<file path="config.mk">
export PLATFORM = sky130hd
export DESIGN_NAME = game_undo_ctrl
export DESIGN_NICKNAME = d
export VERILOG_FILES = /design/src/rtl/game_pkg.sv /design/src/rtl/game_hist_ram.sv /design/src/rtl/game_undo_ctrl.sv
export SDC_FILE = /design/constraint.sdc
export NUM_CORES = 1
export LEC_CHECK = 0
export ABC_AREA = 1
export ABC_CLOCK_PERIOD_IN_PS = 3120
export BUFFER_PORTS_ARGS = -buffer_cell sky130_fd_sc_hd__buf_2
export CAP_MARGIN = 20
export CORE_ASPECT_RATIO = 0.6
export CORE_UTILIZATION = 62
export DETAILED_ROUTE_END_ITERATION = 10
export PLACE_DENSITY = 0.83
export RECOVER_POWER = 50
export SETUP_SLACK_MARGIN = 0.2
export SYNTH_ARGS = -nofsm -noshare
export SYNTH_HDL_FRONTEND = slang
export SYNTH_SLANG_ARGS = --single-unit
export TNS_END_PERCENT = 1
</file>
<file path="constraint.sdc">
create_clock -name clk -period 3.12 [get_ports clk]
set_clock_uncertainty 0.2 [all_clocks]
set_input_delay 0.624 -clock clk [delete_from_list [all_inputs] [get_ports clk]]
set_output_delay 0.624 -clock clk [all_outputs]
set_load 0.01 [all_outputs]
</file>
<file path="src/rtl/game_pkg.sv">
// Shared types for the Sokoban undo controller: move directions, history entry and FSM states.
// Optional redo support in game_undo_ctrl is enabled by defining GAME_UNDO_REDO_EN.
package game_pkg;

  localparam logic [1:0] DIR_UP    = 2'd0;
  localparam logic [1:0] DIR_DOWN  = 2'd1;
  localparam logic [1:0] DIR_LEFT  = 2'd2;
  localparam logic [1:0] DIR_RIGHT = 2'd3;

  localparam int unsigned ENTRY_W = 3;

  typedef struct packed {
    logic       pushed;
    logic [1:0] dir;
  } entry_t;

  typedef enum logic [1:0] {
    ST_IDLE    = 2'd0,
    ST_RD      = 2'd1,
    ST_PRESENT = 2'd2
  } state_e;

endpackage

</file>
<file path="src/rtl/game_hist_ram.sv">
// Move-history storage: DEPTH x 3-bit array, synchronous write, registered read.
// Pointer management lives entirely in game_undo_ctrl.
module game_hist_ram
  import game_pkg::*;
#(
  parameter int unsigned DEPTH    = 64,
  parameter int unsigned PTR_BITS = 6
) (
  input  logic                clk,
  input  logic                we_i,
  input  logic [PTR_BITS-1:0] waddr_i,
  input  entry_t              wdata_i,
  input  logic                re_i,
  input  logic [PTR_BITS-1:0] raddr_i,
  output entry_t              rdata_o
);

  entry_t mem_q [DEPTH];
  entry_t rdata_q;

  always_ff @(posedge clk) begin
    if (we_i) mem_q[waddr_i] <= wdata_i;
    if (re_i) rdata_q <= mem_q[raddr_i];
  end

  assign rdata_o = rdata_q;

endmodule

</file>
<file path="src/rtl/game_undo_ctrl.sv">
// Sokoban move-history controller: circular LIFO of committed moves, undo over valid/ack,
// step counter pulses. Define GAME_UNDO_REDO_EN to add redo support.
module game_undo_ctrl
  import game_pkg::*;
#(
  parameter int unsigned DEPTH    = 64,
  parameter int unsigned PTR_BITS = 6
) (
  input  logic              clk,
  input  logic              rst,
  input  logic              level_reset,
  input  logic              move_valid,
  input  logic [1:0]        move_dir,
  input  logic              move_pushed,
  output logic              move_ready,
  input  logic              undo_req,
  output logic              undo_valid,
  output logic [1:0]        undo_dir,
  output logic              undo_pushed,
  input  logic              undo_ack,
`ifdef GAME_UNDO_REDO_EN
  input  logic              redo_req,
  output logic [PTR_BITS:0] redo_count,
  output logic              is_redo,
`endif
  output logic              undo_reject,
  output logic              step_inc,
  output logic              step_dec,
  output logic              step_rst,
  output logic [PTR_BITS:0] depth,
  output logic              empty,
  output logic              full
);

  localparam logic [PTR_BITS:0]   DEPTH_W = (PTR_BITS+1)'(DEPTH);
  localparam logic [PTR_BITS:0]   CNT_ONE = (PTR_BITS+1)'(1);
  localparam logic [PTR_BITS-1:0] PTR_ONE = PTR_BITS'(1);

  state_e              state_q;
  logic [PTR_BITS-1:0] head_q;
  logic [PTR_BITS:0]   depth_q;
  logic [PTR_BITS:0]   depth_inc_d;
  entry_t              undo_entry_q;
  logic                undo_valid_q;
  logic                undo_reject_q;
  logic                step_inc_q;
  logic                step_dec_q;
  logic                step_rst_q;

  logic                is_idle;
  logic                mv_acc;
  logic                undo_go;
  logic                redo_go;
  logic                reject_d;
  logic                rd_en;
  logic [PTR_BITS-1:0] rd_addr;
  entry_t              wr_entry;
  entry_t              rd_entry;

  assign is_idle     = (state_q == ST_IDLE);
  assign mv_acc      = is_idle && move_valid;
  assign undo_go     = is_idle && undo_req && !move_valid && (depth_q != '0);
  assign depth_inc_d = (depth_q == DEPTH_W) ? depth_q : depth_q + CNT_ONE;
  assign wr_entry    = '{pushed: move_pushed, dir: move_dir};

`ifdef GAME_UNDO_REDO_EN
  logic [PTR_BITS:0] redo_cnt_q;
  logic              is_redo_q;
  logic              redo_cap_ok;

  assign redo_go     = is_idle && redo_req && !undo_req && !move_valid && (redo_cnt_q != '0);
  assign reject_d    = (undo_req && !undo_go) || (redo_req && !redo_go && !undo_go);
  // Undo + redo never exceed DEPTH, so a redo slot is only granted while the sum fits.
  assign redo_cap_ok = ({1'b0, redo_cnt_q} + {1'b0, depth_q}) <= {1'b0, DEPTH_W};
  assign redo_count  = redo_cnt_q;
  assign is_redo     = is_redo_q && undo_valid_q;
`else
  assign redo_go     = 1'b0;
  assign reject_d    = undo_req && !undo_go;
`endif

  // A redo re-reads the slot at head that the last undo left intact.
  assign rd_en   = undo_go || redo_go;
  assign rd_addr = redo_go ? head_q : head_q - PTR_ONE;

  game_hist_ram #(
    .DEPTH   (DEPTH),
    .PTR_BITS(PTR_BITS)
  ) u_hist (
    .clk    (clk),
    .we_i   (mv_acc),
    .waddr_i(head_q),
    .wdata_i(wr_entry),
    .re_i   (rd_en),
    .raddr_i(rd_addr),
    .rdata_o(rd_entry)
  );

  always_ff @(posedge clk) begin
    if (rst) begin
      state_q       <= ST_IDLE;
      head_q        <= '0;
      depth_q       <= '0;
      undo_entry_q  <= '0;
      undo_valid_q  <= 1'b0;
      undo_reject_q <= 1'b0;
      step_inc_q    <= 1'b0;
      step_dec_q    <= 1'b0;
      step_rst_q    <= 1'b0;
`ifdef GAME_UNDO_REDO_EN
      redo_cnt_q    <= '0;
      is_redo_q     <= 1'b0;
`endif
    end else if (level_reset) begin
      state_q       <= ST_IDLE;
      head_q        <= '0;
      depth_q       <= '0;
      undo_valid_q  <= 1'b0;
      undo_reject_q <= 1'b0;
      step_inc_q    <= 1'b0;
      step_dec_q    <= 1'b0;
      step_rst_q    <= 1'b1;
`ifdef GAME_UNDO_REDO_EN
      redo_cnt_q    <= '0;
      is_redo_q     <= 1'b0;
`endif
    end else begin
      undo_reject_q <= reject_d;
      step_inc_q    <= mv_acc;
      step_dec_q    <= 1'b0;
      step_rst_q    <= 1'b0;
      case (state_q)
        ST_IDLE: begin
          if (mv_acc) begin
            head_q  <= head_q + PTR_ONE;
            depth_q <= depth_inc_d;
`ifdef GAME_UNDO_REDO_EN
            redo_cnt_q <= '0;
`endif
          end else if (rd_en) begin
            state_q <= ST_RD;
`ifdef GAME_UNDO_REDO_EN
            is_redo_q <= redo_go;
`endif
          end
        end
        ST_RD: begin
          undo_entry_q <= rd_entry;
          undo_valid_q <= 1'b1;
          state_q      <= ST_PRESENT;
        end
        ST_PRESENT: begin
          if (undo_ack) begin
            undo_valid_q <= 1'b0;
            state_q      <= ST_IDLE;
`ifdef GAME_UNDO_REDO_EN
            is_redo_q    <= 1'b0;
            if (is_redo_q) begin
              head_q     <= head_q + PTR_ONE;
              depth_q    <= depth_inc_d;
              redo_cnt_q <= redo_cnt_q - CNT_ONE;
              step_inc_q <= 1'b1;
            end else begin
              head_q     <= head_q - PTR_ONE;
              depth_q    <= depth_q - CNT_ONE;
              step_dec_q <= 1'b1;
              if (redo_cap_ok) redo_cnt_q <= redo_cnt_q + CNT_ONE;
            end
`else
            head_q     <= head_q - PTR_ONE;
            depth_q    <= depth_q - CNT_ONE;
            step_dec_q <= 1'b1;
`endif
          end
        end
        default: state_q <= ST_IDLE;
      endcase
    end
  end

  assign move_ready  = is_idle;
  assign undo_valid  = undo_valid_q;
  assign undo_dir    = undo_entry_q.dir;
  assign undo_pushed = undo_entry_q.pushed;
  assign undo_reject = undo_reject_q;
  assign step_inc    = step_inc_q;
  assign step_dec    = step_dec_q;
  assign step_rst    = step_rst_q;
  assign depth       = depth_q;
  assign empty       = (depth_q == '0);
  assign full        = (depth_q == DEPTH_W);

endmodule
</file>
-- Yosys cells after proc, flatten, opt, wreduce, memory -nomap -nowiden
Memories as Yosys holds them, arrays and structs flattened. A register that Yosys moved wholly into a read port is not among the register bits.
Cells that the tools add are included.
- bits in registers: 23
- memory bits (writable): 192
- input bits: 9
- output and inout port bits: 18
- word-level logic and storage cells: 61
- memories kept: 1
- add/subtract/negate cells: 4
- eq/ne operators: 8
- mux-type cells: 17
- bitwise gates (word level): 2
- reduce and logical (&&, ||, !) cells: 19
- memory list (name ; words ; bits a word ; rd ports ; clocked after Yosys merged registers in ; write ports ; RTL line ; source):
    u_hist.mem_q ; 64 ; 3 ; 1 ; 1 ; 1 ; game_hist_ram.sv:18 ; entry_t mem_q [DEPTH];
- operators by type and width (cell ; number):
    $mux 7 ; 3
    $pmux 7 s2 ; 1
    $mux 6 ; 2
    $pmux 6 s2 ; 1
    $add 7x1->7 const B ; 1
    $eq 7x7->1 const B ; 1
    $logic_not 7->1 ; 1
    $reduce_bool 7->1 ; 1
    $sub 7x1->7 const B ; 1
    $add 6x1->6 const B ; 1
    $mux 2 ; 3
    $ne 2x2->1 const B ; 3
    $pmux 2 s3 ; 1
    $reduce_and 3->1 ; 2
    $sub 6x1->6 const B ; 1
    $logic_and 1x1->1 ; 5
    $mux 1 ; 5
    $ne 2x1->1 const B ; 2
    $reduce_and 2->1 ; 2
    $reduce_and 4->1 ; 1
    $reduce_bool 2->1 ; 2
    $reduce_or 3->1 ; 1
    $eq 2x1->1 const B ; 1
    $eq 2x2->1 const B ; 1
    5 further kinds ; 7

-- Longest topological paths before layout
Gate-level depths: netlist (run 1).
- word-level depth: 7
- depth in mapped cells: 17
- mapped depth without buffers: 16

-- Modules after synthesis
A second synthesis (run 1) with hierarchy kept.
- cells, all modules: 943
- area, all modules: 9710.6 um^2
- by module, submodules not included (module ; instances ; cells an instance ; area each (um^2) ; seq. area each (um^2)):
    game_hist_ram ; 1 ; 734 ; 8225.4 ; 5855.6
    game_undo_ctrl ; 1 ; 209 ; 1485.2 ; 460.4

-- Least setup slack after synthesis (run 1)
OpenSTA, ideal clock, no wires.
- kind: register to register
- from: reg head_q[0]
- to: reg, netlist name u_hist.rdata_o[1]
- library setup time: 0.253 ns
- data arrival time: 2.030 ns
- required time: 2.667 ns
- path slack: 0.636 ns
- cell stages (with the launch flop): 16
- cell sequence: dfxtp_1 > buf_2 > inv_2 > buf_4 > buf_2 > ha_1 > inv_2 > buf_2 > buf_2 > nor2_1 > o21ai_0 > nand3_1 > nand3_1 > nand3_1 > nand3_1 > nand2_1
- longest elaborated chain between the ends: 1
- RTL lines (what ; RTL line ; source):
    start, declared ; game_undo_ctrl.sv:40 ; logic [PTR_BITS-1:0] head_q;
    start signal, assigned ; game_undo_ctrl.sv:135 ; head_q <= head_q + PTR_ONE;
    start signal, assigned ; game_undo_ctrl.sv:170 ; head_q <= head_q - PTR_ONE;
    $sub 6x1->6 ; game_undo_ctrl.sv:84 ; assign rd_addr = redo_go ? head_q : head_q - PTR_ONE;
Every way passes these cells.
A chain may end at the register's enable or synchronous reset.

-- Final worst setup path (run 1)
- from: reg state_q[1]
- to: reg depth_q[4], in the netlist depth[4]
- longest elaborated chain between the ends: 4
- elaborated cells on any way between the ends: 9
- classes of those cells: eq/ne: 4; mux: 1; reduce/logical: 4
- RTL lines (what ; RTL line ; source):
    start, declared ; game_undo_ctrl.sv:39 ; state_e state_q;
    start signal, assigned ; game_undo_ctrl.sv:101 ; state_q <= ST_IDLE;
    start signal, assigned ; game_undo_ctrl.sv:115 ; state_q <= ST_IDLE;
    start signal, assigned ; game_undo_ctrl.sv:141 ; state_q <= ST_RD;
    $logic_not 2->1 ; game_undo_ctrl.sv:60, game_undo_ctrl.sv:132 ;
    $logic_and 1x1->1 ; game_undo_ctrl.sv:61 ; assign mv_acc = is_idle && move_valid;
    $ne 2x1->1 (no source line) ; - ;
    $reduce_and 4->1 (no source line) ; - ;
    end signal, assigned ; game_undo_ctrl.sv:136 ; depth_q <= depth_inc_d;
    end signal, assigned ; game_undo_ctrl.sv:171 ; depth_q <= depth_q - CNT_ONE;
    end, declared ; game_undo_ctrl.sv:41 ; logic [PTR_BITS:0] depth_q;
Parallel ways exist; a longest one is shown, timed or not.

==> metrics, run 1 <==
Reg clk slew, reported paths 70 ps; postcts setup bufs 0; RSZ-0062 raised after global routing false; total number of vias 7173; Clock Latency Late Sink 500 ps; largest vdd supply drop 0.6228 mV; PwrDens 583.7 nW/um2; wire length per cell 20.41 um; # rows 34; Worst setup SP type flop; status complete, no violations; # port buffers 26; Initial Util 0.6462; Non-Filler Instances 1166; Pre-antenna DRT Iters 6; worst hold start rst; Worst setup EP type flop; vias in the first global route 6594; WP data arrival 2960 ps; CTS tree yes; met1 WL 9.481 mm; FF-to-FF Start state_q[1]; R2R depth 10; Hold Violations, Final 0; worst setup path endpoint depth[4]; clk buf depth 3; sequential fraction of the synthesis area 0.6621; switching share of power 0.2346; dpl cells 1130; setup TNS 0 ps; Layout Utilization 0.7037; net switching power 0.001422 W; GP Congestion 0.9221; global-route usage over all layers 0.3082; CP startpoint state_q[1]; Die Width 162.1 um; NumNets Final 966; period utilization 0.8716; Detail Placement HPWL 15.37 mm; critical setup path kind reg -> reg; first-pass GRT wire length 36.48 mm; H-tree lvl count 1; Slew Viols, Final 0; maxcap violations 0; synthesized flop and latch total 218; GRT Residual Overflow 0; post-synth cell types 34; clock group share of total power 0.389; highest routed metal layer met4; Num CTS Buffers 20; HP Class in -> reg; initial antenna violation count 0; synthesis-to-finish area growth 8.893%; antenna cell count 0; Fmax 367.7 MHz; sequential power share 0.529; CTS Sinks 218; core box area 14760 um2; pin count of the biggest net entering global routing 106; synth warn 0; share of cells above drive strength 1 0.07438; Met2 Wirelength 9.771 mm; mean post-synth cell area 10.19 um2; Gate power share 0.082; reg-to-reg slack, setup 400 ps; Routed WL 23.80 mm; post-route minimum period 2720 ps; syn nets 948; DRT iter0 DRCs 1172; leakage power 3.746 nW; Setup Viol. Count Final 0; Synth Cell Area 9539 um2; Post-Syn Instances 936; DIE AREA 15900 um2; Required @ worst endpoint 3360 ps; Post-DRT Antenna Nets 0; met3 WL 3.888 mm; Int Pwr 0.004640 W; I/O pin cnt 27; cell chosen for the clock root clkbuf_16; DIE HEIGHT 98.08 um; Critical Path Fanout Max 11; DRC 0; r2r endpoint depth[4]; Vias/cell 6.152; Tightest Pin Transition 1145 ps; Relative slew margins 0.2365
-- cell type report --
type | count | area [um2]
sequential | 218 | 6320
inverter | 46 | 172.7
clock inverter | 10 | 73.82
fill | 1012 | 4374
tap | 198 | 247.7
clock buffer | 26 | 544.3
timing repair buffer | 41 | 225.2
multi-input combinational | 627 | 2804
-- worst max-delay path: stages, from the launching register on --
cell and delay [ps]:
dfxtp_1 540, inv_2 50, nor2_1 600, nand2_1 230, nand2_2 260, inv_2 90, a21oi_4 260, inv_2 130
a21oi_1 160, nand2_1 70, inv_1 50
-- what timing repair did --
action	in CTS	in global routing
gates resized for setup	0	1
hold buffers	0	0
endpoints found under the setup margin	0	3
-- power by group through the flow --
stage	sequential [W]	combinational [W]	clock, W
floorplan	0.00327	0.000304	0
global placement	0.00327	0.000475	0
detailed placement	0.00327	0.000481	0
CTS	0.00320	0.000487	0.00235
global route	0.00321	0.000538	0.00247
finish	0.00321	0.000498	0.00236
-- registers in the layout, indices dropped and copies added (netlist names) --
register        cells
state_q             2
undo_reject         1
undo_dir            2
depth               7
undo_valid          1
u_hist.rdata_o      3
u_hist.mem_q      192
step_inc            1
head_q              6
undo_pushed         1
step_rst            1
step_dec            1
-- through the flow --
stage	hold WS [ps]	cell area (um2)	power, W	setup WS (ps)
2_1_floorplan	277.6	9539	0.003570	636.5
3_3_place_gp	247.0	9829	0.003742	482.4
3_5_place_dp	251.2	9829	0.003749	465.1
4_1_cts	151.2	10450	0.006045	439.8
5_1_grt	163.9	10390	0.006211	194.1
6_report	157.4	10390	0.006063	400.5
-- layer usage --
metal  track usage  vias to the layer above
met2        0.4170                      552
met1        0.4655                     3329
met5             0                        -
met4       0.09071                        0
li1              -                     3236
met3        0.1113                       56
-- worst min path at each step --
stage | endpoint | cells after the start
3_5_place_dp | undo_pushed | 2
5_1_grt | undo_pushed | 2
6_report | undo_dir[0] | 2
3_3_place_gp | undo_dir[0] | 2
2_1_floorplan | undo_dir[0] | 2
4_1_cts | undo_dir[0] | 2
-- placed cells by master (no fill, tap or decap), types with 5 or more instances in the layout --
master     instances
nor2_1           219
inv_2              9
buf_4             11
a21oi_1           16
dfxtp_1           22
clkinv_1           6
nand2_1          158
edfxtp_1         195
nand3_1          122
clkbuf_16         21
clkbuf_1          23
buf_2              8
inv_1             37
o21ai_0           74
nand2_2            5
-- synthesized netlist by cell type, drive strengths merged --
cell type / instances / share of area
nor2: 221 / 0.089
edfxtp: 195 / 0.61
nand2: 163 / 0.067
nand3: 122 / 0.064
o21ai: 78 / 0.041
inv: 46 / 0.018
buf: 32 / 0.019
dfxtp: 23 / 0.048
a21oi: 17 / 0.010
clkbuf: 13 / 0.0051
nand4: 4 / 0.0026
o211ai: 4 / 0.0031
ha: 3 / 0.0039
nor3: 3 / 0.0021
xor2: 3 / 0.0043
a311oi: 2 / 0.0018
nor4: 2 / 0.0013
xnor2: 2 / 0.0038
o21a: 1 / 0.00079
o22ai: 1 / 0.00066
or2: 1 / 0.00066
-- logic make-up after synthesis --
group           after synthesis  synth area share
buf+inv                      91           0.04210
simple gates                516            0.2263
flops                       218            0.6621
fa+ha+maj                     3          0.003935
xor+xnor                      5          0.008133
compound gates              103           0.05745
(Power assumes the default switching activity.)
==> run 2: changes to the inputs <==
--- a/config.mk
+++ b/config.mk
@@ -11,6 +11,7 @@
 export CAP_MARGIN = 20
 export CORE_ASPECT_RATIO = 0.6
 export CORE_UTILIZATION = 62
+export CTS_BUF_LIST = sky130_fd_sc_hd__clkbuf_16
 export DETAILED_ROUTE_END_ITERATION = 10
 export PLACE_DENSITY = 0.83
 export RECOVER_POWER = 50
==> metrics, run 2 (synthesized netlist as in run 1, its figures left out) <==
status complete, no violations; critical setup path kind reg -> reg; Reg clk slew, reported paths 70 ps (about the same); Detail Placement HPWL 15.37 mm (unchanged); clk buf depth 3 (unchanged); I/O pin cnt 27 (unchanged); H-tree lvl count 1 (unchanged); dpl cells 1130 (unchanged); largest vdd supply drop 0.6279 mV (+0.82%); Post-DRT Antenna Nets 0 (unchanged); period utilization 0.8811 (+0.009454); WHS Endpoint undo_dir[1]; NumNets Final 966 (unchanged); synthesis-to-finish area growth 8.893% (unchanged); WP data arrival 3000 ps (+40 ps); Top reg by flops u_hist.mem_q; vias in the first global route 6593 (-0.015%); Hold Violations, Final 0 (unchanged); Required @ worst endpoint 3370 ps (about the same); Pre-antenna DRT Iters 7 (+1); reg-to-reg slack, setup 370 ps (-30 ps); initial antenna violation count 0 (unchanged); R2R depth 10 (unchanged); leakage power 3.766 nW (+0.55%); Routed WL 23.83 mm (+0.11%); Critical Path Fanout Max 11 (unchanged); FF-to-FF Start state_q[1]; Layout Utilization 0.7037 (unchanged); Worst setup SP type flop; # rows 34 (unchanged); wire length per cell 20.43 um (+0.11%); total number of vias 7171 (-0.028%); total power 0.006048 W (-0.25%); Initial Util 0.6462 (unchanged); cell chosen for the clock root clkbuf_16; Worst Hold Depth 2 (unchanged); core box area 14760 um2 (unchanged); Clock Latency Late Sink 500 ps (about the same); first-pass GRT wire length 36.49 mm (about the same); global-route usage over all layers 0.3083 (about the same); share of cells above drive strength 1 0.07438 (unchanged); Relative slew margins 0.2470 (+0.01053); pin count of the biggest net entering global routing 106 (unchanged); RSZ-0062 raised after global routing false; Die Width 162.1 um (unchanged); # port buffers 26 (unchanged); CTS tree yes; Slew Viols, Final 0 (unchanged); Setup Viol. Count Final 0 (unchanged); HP Class in -> reg; GP Congestion 0.9221 (unchanged); CTS Sinks 218 (unchanged); setup TNS 0 ps (unchanged); maxcap violations 0 (unchanged); DRT iter0 DRCs 1189 (+1.5%); commonest cells after routing, fill and taps aside 219 x nor2_1, 195 x edfxtp_1, 158 x nand2_1, 122 x nand3_1, 74 x o21ai_0; antenna cell count 0 (unchanged); DRC 0 (unchanged); hold slack 159.1 ps (+1.659 ps); DIE HEIGHT 98.08 um (unchanged); worst hold start rst; max reg flops 192 (unchanged); Vias/cell 6.150 (about the same); GRT Residual Overflow 0 (unchanged); post-route minimum period 2749 ps (+29.50 ps); r2r endpoint depth[4]; PwrDens 582.2 nW/um2 (-0.25%); commonest non-fill, non-tap cell in the layout nor2_1; Num CTS Buffers 20 (unchanged); Worst setup EP type flop; Fmax 363.8 MHz (-1.1%); Non-Filler Instances 1166 (unchanged); Tightest Pin Transition 1129 ps (-15.79 ps); DIE AREA 15900 um2 (unchanged)
run 2: how the worst max path moves through the flow:
stage	slack [ps]	to	cells after the start	startpoint
4_1_cts	440	empty	4	depth[2]
3_3_place_gp	480	u_hist.rdata_o[2]	8	head_q[0]
2_1_floorplan	640	u_hist.rdata_o[1]	15	head_q[0]
6_report	370	depth[4]	10	state_q[1]
5_1_grt	190	depth[2]	9	state_q[1]
3_5_place_dp	470	u_hist.rdata_o[2]	8	head_q[0]
run 2: metrics by stage:
step | setup WS, ps | cell area, um2
after detailed placement | 465.1 | 9829
after global routing | 194.1 | 10390
after global placement | 482.4 | 9829
after floorplan | 636.5 | 9539
final | 371.0 | 10390
after CTS | 439.8 | 10450
run 2: worst max-delay path, cell delays in order, from the launching register on:
cell and delay [ps]:
dfxtp_1 540, inv_2 50, nor2_1 620, nand2_1 230, nand2_2 260, inv_2 90, a21oi_4 270, inv_2 130
a21oi_1 170, nand2_1 70, inv_1 50
run 2: routing by layer:
| layer | wire length [um] | global-route usage | vias up |
|---|---|---|---|
| li1 | - | - | 3241 |
| met1 | 9572 | 0.4658 | 3343 |
| met2 | 9699 | 0.4170 | 537 |
| met3 | 3925 | 0.1113 | 50 |
| met4 | 627 | 0.09071 | 0 |
| met5 | 0 | 0 | - |
run 2: area by class of cell:
cell class	instances	area, um2
tap	198	247.7
clock inverter	15	92.59
sequential	218	6320
timing repair buffer	41	225.2
clock buffer	21	525.5
inverter	46	172.7
fill	1012	4374
multi-input combinational	627	2804
run 2: what timing repair did:
action / in CTS / in global routing
gates resized for setup: 0 / 1
setup buffers: 0 / 0
endpoints found under the hold margin: 0 / 0
hold buffers: 0 / 0
setup endpoints to repair: 0 / 3
run 2: power breakdown:
group	total (W)	internal, W	switching [W]
registers	0.00321	0.00319	0.0000133
clock network	0.00234	0.00130	0.00104
logic	0.000498	0.000129	0.000368
total	0.00605	0.00462	0.00142
==> run 3: changes to the inputs <==
--- a/config.mk
+++ b/config.mk
@@ -18,5 +18,6 @@
 export SETUP_SLACK_MARGIN = 0.2
 export SYNTH_ARGS = -nofsm -noshare
 export SYNTH_HDL_FRONTEND = slang
+export SYNTH_HIERARCHICAL = 1
 export SYNTH_SLANG_ARGS = --single-unit
 export TNS_END_PERCENT = 1
==> metrics, run 3 <==
area share of the leading cell type in the synthesized netlist 0.6030 (-0.01084); Non-Filler Instances 1183 (+1.5%); pin count of the biggest net entering global routing 66 (-38%); setup TNS 0 ps (unchanged); Tightest Pin Transition 1404 ps (+274.7 ps); FF-to-FF Start state_q[1]; DRT iter0 DRCs 1158 (-2.6%); Fmax 356.6 MHz (-2.0%); Routed WL 23.07 mm (-3.2%); # fillers 1108 (+9.5%); total number of vias 7153 (-0.25%); WP data arrival 2720 ps (-280 ps); top post-synthesis cells by area edfxtp_1 60%, nand2_1 11%, nand3_1 9.8%; PwrDens 574.4 nW/um2 (-1.4%); Top reg by flops u_hist/mem_q; status complete, no violations; Yosys top cell by area edfxtp_1; Required @ worst endpoint 3040 ps (-330 ps); max reg flops 192 (unchanged); CTS Sinks 218 (unchanged); hold_buf cts 0 (unchanged); GP Congestion 0.8506 (-7.8%); Synth Cell Area 9711 um2 (+1.8%); top-count cell post-synth nand2_1; area of the multi-input gates 2908 um2 (+3.7%); total power 0.006052 W (about the same); Setup Viol. Count Final 0 (unchanged); Pre-antenna DRT Iters 5 (-2); antenna cell count 0 (unchanged); postcts setup bufs 0 (unchanged); # rows 35 (+2.9%); synthesis-to-finish area growth 8.505%; Relative slew margins 0.06388 (-0.1832); largest vdd supply drop 0.5275 mV (-16%); initial antenna violation count 0 (unchanged); mean post-synth cell area 10.30 um2 (+1.0%); Worst setup SP type flop; vias in the first global route 6511 (-1.2%); # port buffers 26 (unchanged); CP startpoint state_q[1]; commonest non-fill, non-tap cell in the layout nand2_1; Most used DFF post-synth edfxtp_1; Worst setup EP type flop; post-synth cell types 38 (+12%); RSZ-0062 raised after global routing false; dpl cell area 10000 um2 (+1.8%); post-CTS resize count 0 (unchanged); Slew Viols, Final 0 (unchanged); r2r endpoint u_hist/mem_q[50][2]; synthesized flop and latch total 218 (unchanged); GRT Residual Overflow 0 (unchanged); Clock Latency Late Sink 500 ps (about the same); Final Cell Area 10540 um2 (+1.4%); Commonest cells post-synth 279 x nand2_1, 195 x edfxtp_1, 190 x nand3_1; worst setup path endpoint u_hist/mem_q[50][2]; critical setup path kind reg -> reg; Critical Path Fanout Max 9 (-2); post-route minimum period 2804 ps (+55.21 ps); synth warn 6 (+6); NumNets Final 978 (+1.2%); HP Class in -> reg; Die Width 163.6 um (+0.88%); R2R depth 5 (-5); dpl cells 1147 (+1.5%); Hold Violations, Final 0 (unchanged); register area 6316 um2 (about the same); period utilization 0.8988 (+0.01770); Synth async-reset ratio 0 (unchanged); H-tree lvl count 1 (unchanged); CTS tree yes; syn nets 955 (+0.74%); Vias/cell 6.046 (-1.7%); cell chosen for the clock root clkbuf_16; Num CTS Buffers 20 (unchanged); DIE HEIGHT 98.94 um (+0.88%); maxcap violations 0 (unchanged); Post-Syn Instances 943 (+0.75%); core box area 15330 um2 (+3.8%); Post-DRT Antenna Nets 0 (unchanged); DRC 0 (unchanged); Detail Placement HPWL 14.67 mm (-4.5%); share of cells above drive strength 1 0.08673 (+0.01235); commonest cells after routing, fill and taps aside 279 x nand2_1, 195 x edfxtp_1, 191 x nand3_1, 80 x nor2_1, 47 x inv_1; leakage power 3.923 nW (+4.1%); EDFF count, synth 195 (unchanged); DIE AREA 16180 um2 (+1.8%); Initial Util 0.6336 (-0.01266); I/O pin cnt 27 (unchanged); Reg clk slew, reported paths 60 ps (about the same); clk buf depth 3 (unchanged); reg-to-reg slack, setup 320 ps (-60 ps); wire length per cell 19.50 um (-4.6%); first-pass GRT wire length 35.71 mm (-2.1%); global-route usage over all layers 0.2933 (-0.01500); sequential fraction of the synthesis area 0.6504 (-0.01169)
run 3: cell families (layout without fill, tap and decap cells):
family / Yosys count / count (layout) / synth area share
xor+xnor: 6 / 6 / 0.005412
buf+inv: 93 / 130 / 0.04935
simple gates: 591 / 591 / 0.2708
flops: 218 / 218 / 0.6504
compound gates: 32 / 32 / 0.02010
fa+ha+maj: 3 / 3 / 0.003866
run 3: per-layer routing:
| layer | global-route usage | vias to the layer above | wire length (um) |
|---|---|---|---|
| met5 | 0 | - | 0 |
| met4 | 0.08191 | 0 | 539 |
| met3 | 0.07197 | 50 | 3071 |
| met2 | 0.4091 | 451 | 9688 |
| met1 | 0.4561 | 3351 | 9769 |
| li1 | - | 3301 | - |
run 3: critical path, stage by stage, from the launching register on:
cell	delay (ps)
dfxtp_1	500
nor2_4	260
nand2_2	120
inv_1	220
nand4_1	310
nor4_1	810
run 3: stage by stage:
step	utilization	setup WS (ps)	hold WS [ps]
finish	0.6874	315.8	173.9
global route	0.6874	228.8	202.9
CTS	0.6910	400.1	145.3
detailed placement	0.6526	415.5	251.6
global placement	0.6526	550.6	248.4
floorplan	-	864.6	269.3
run 3: final cells by class:
| class | count | area share |
|---|---|---|
| Timing Repair Buffer | 47 | 0.02719 |
| Tap cell | 203 | 0.02411 |
| Inverter | 47 | 0.01734 |
| Multi-Input combinational cell | 632 | 0.2760 |
| Clock buffer | 21 | 0.04988 |
| Sequential cell | 218 | 0.5995 |
| Clock inverter | 15 | 0.006056 |
run 3: how the worst min path moves through the flow:
stage,startpoint,end,depth (start not counted)
finish,undo_req,undo_reject,3
global placement,undo_dir[0],undo_dir[0],2
floorplan,head_q[0],head_q[0],1
CTS,rst,undo_dir[1],2
global route,undo_req,undo_reject,3
detailed placement,undo_dir[1],undo_dir[1],2
run 3: power breakdown:
group | switching (W) | internal [W]
clock network | 0.00101 | 0.00121
registers | 0.0000207 | 0.00321
logic | 0.000437 | 0.000165
total | 0.00147 | 0.00458
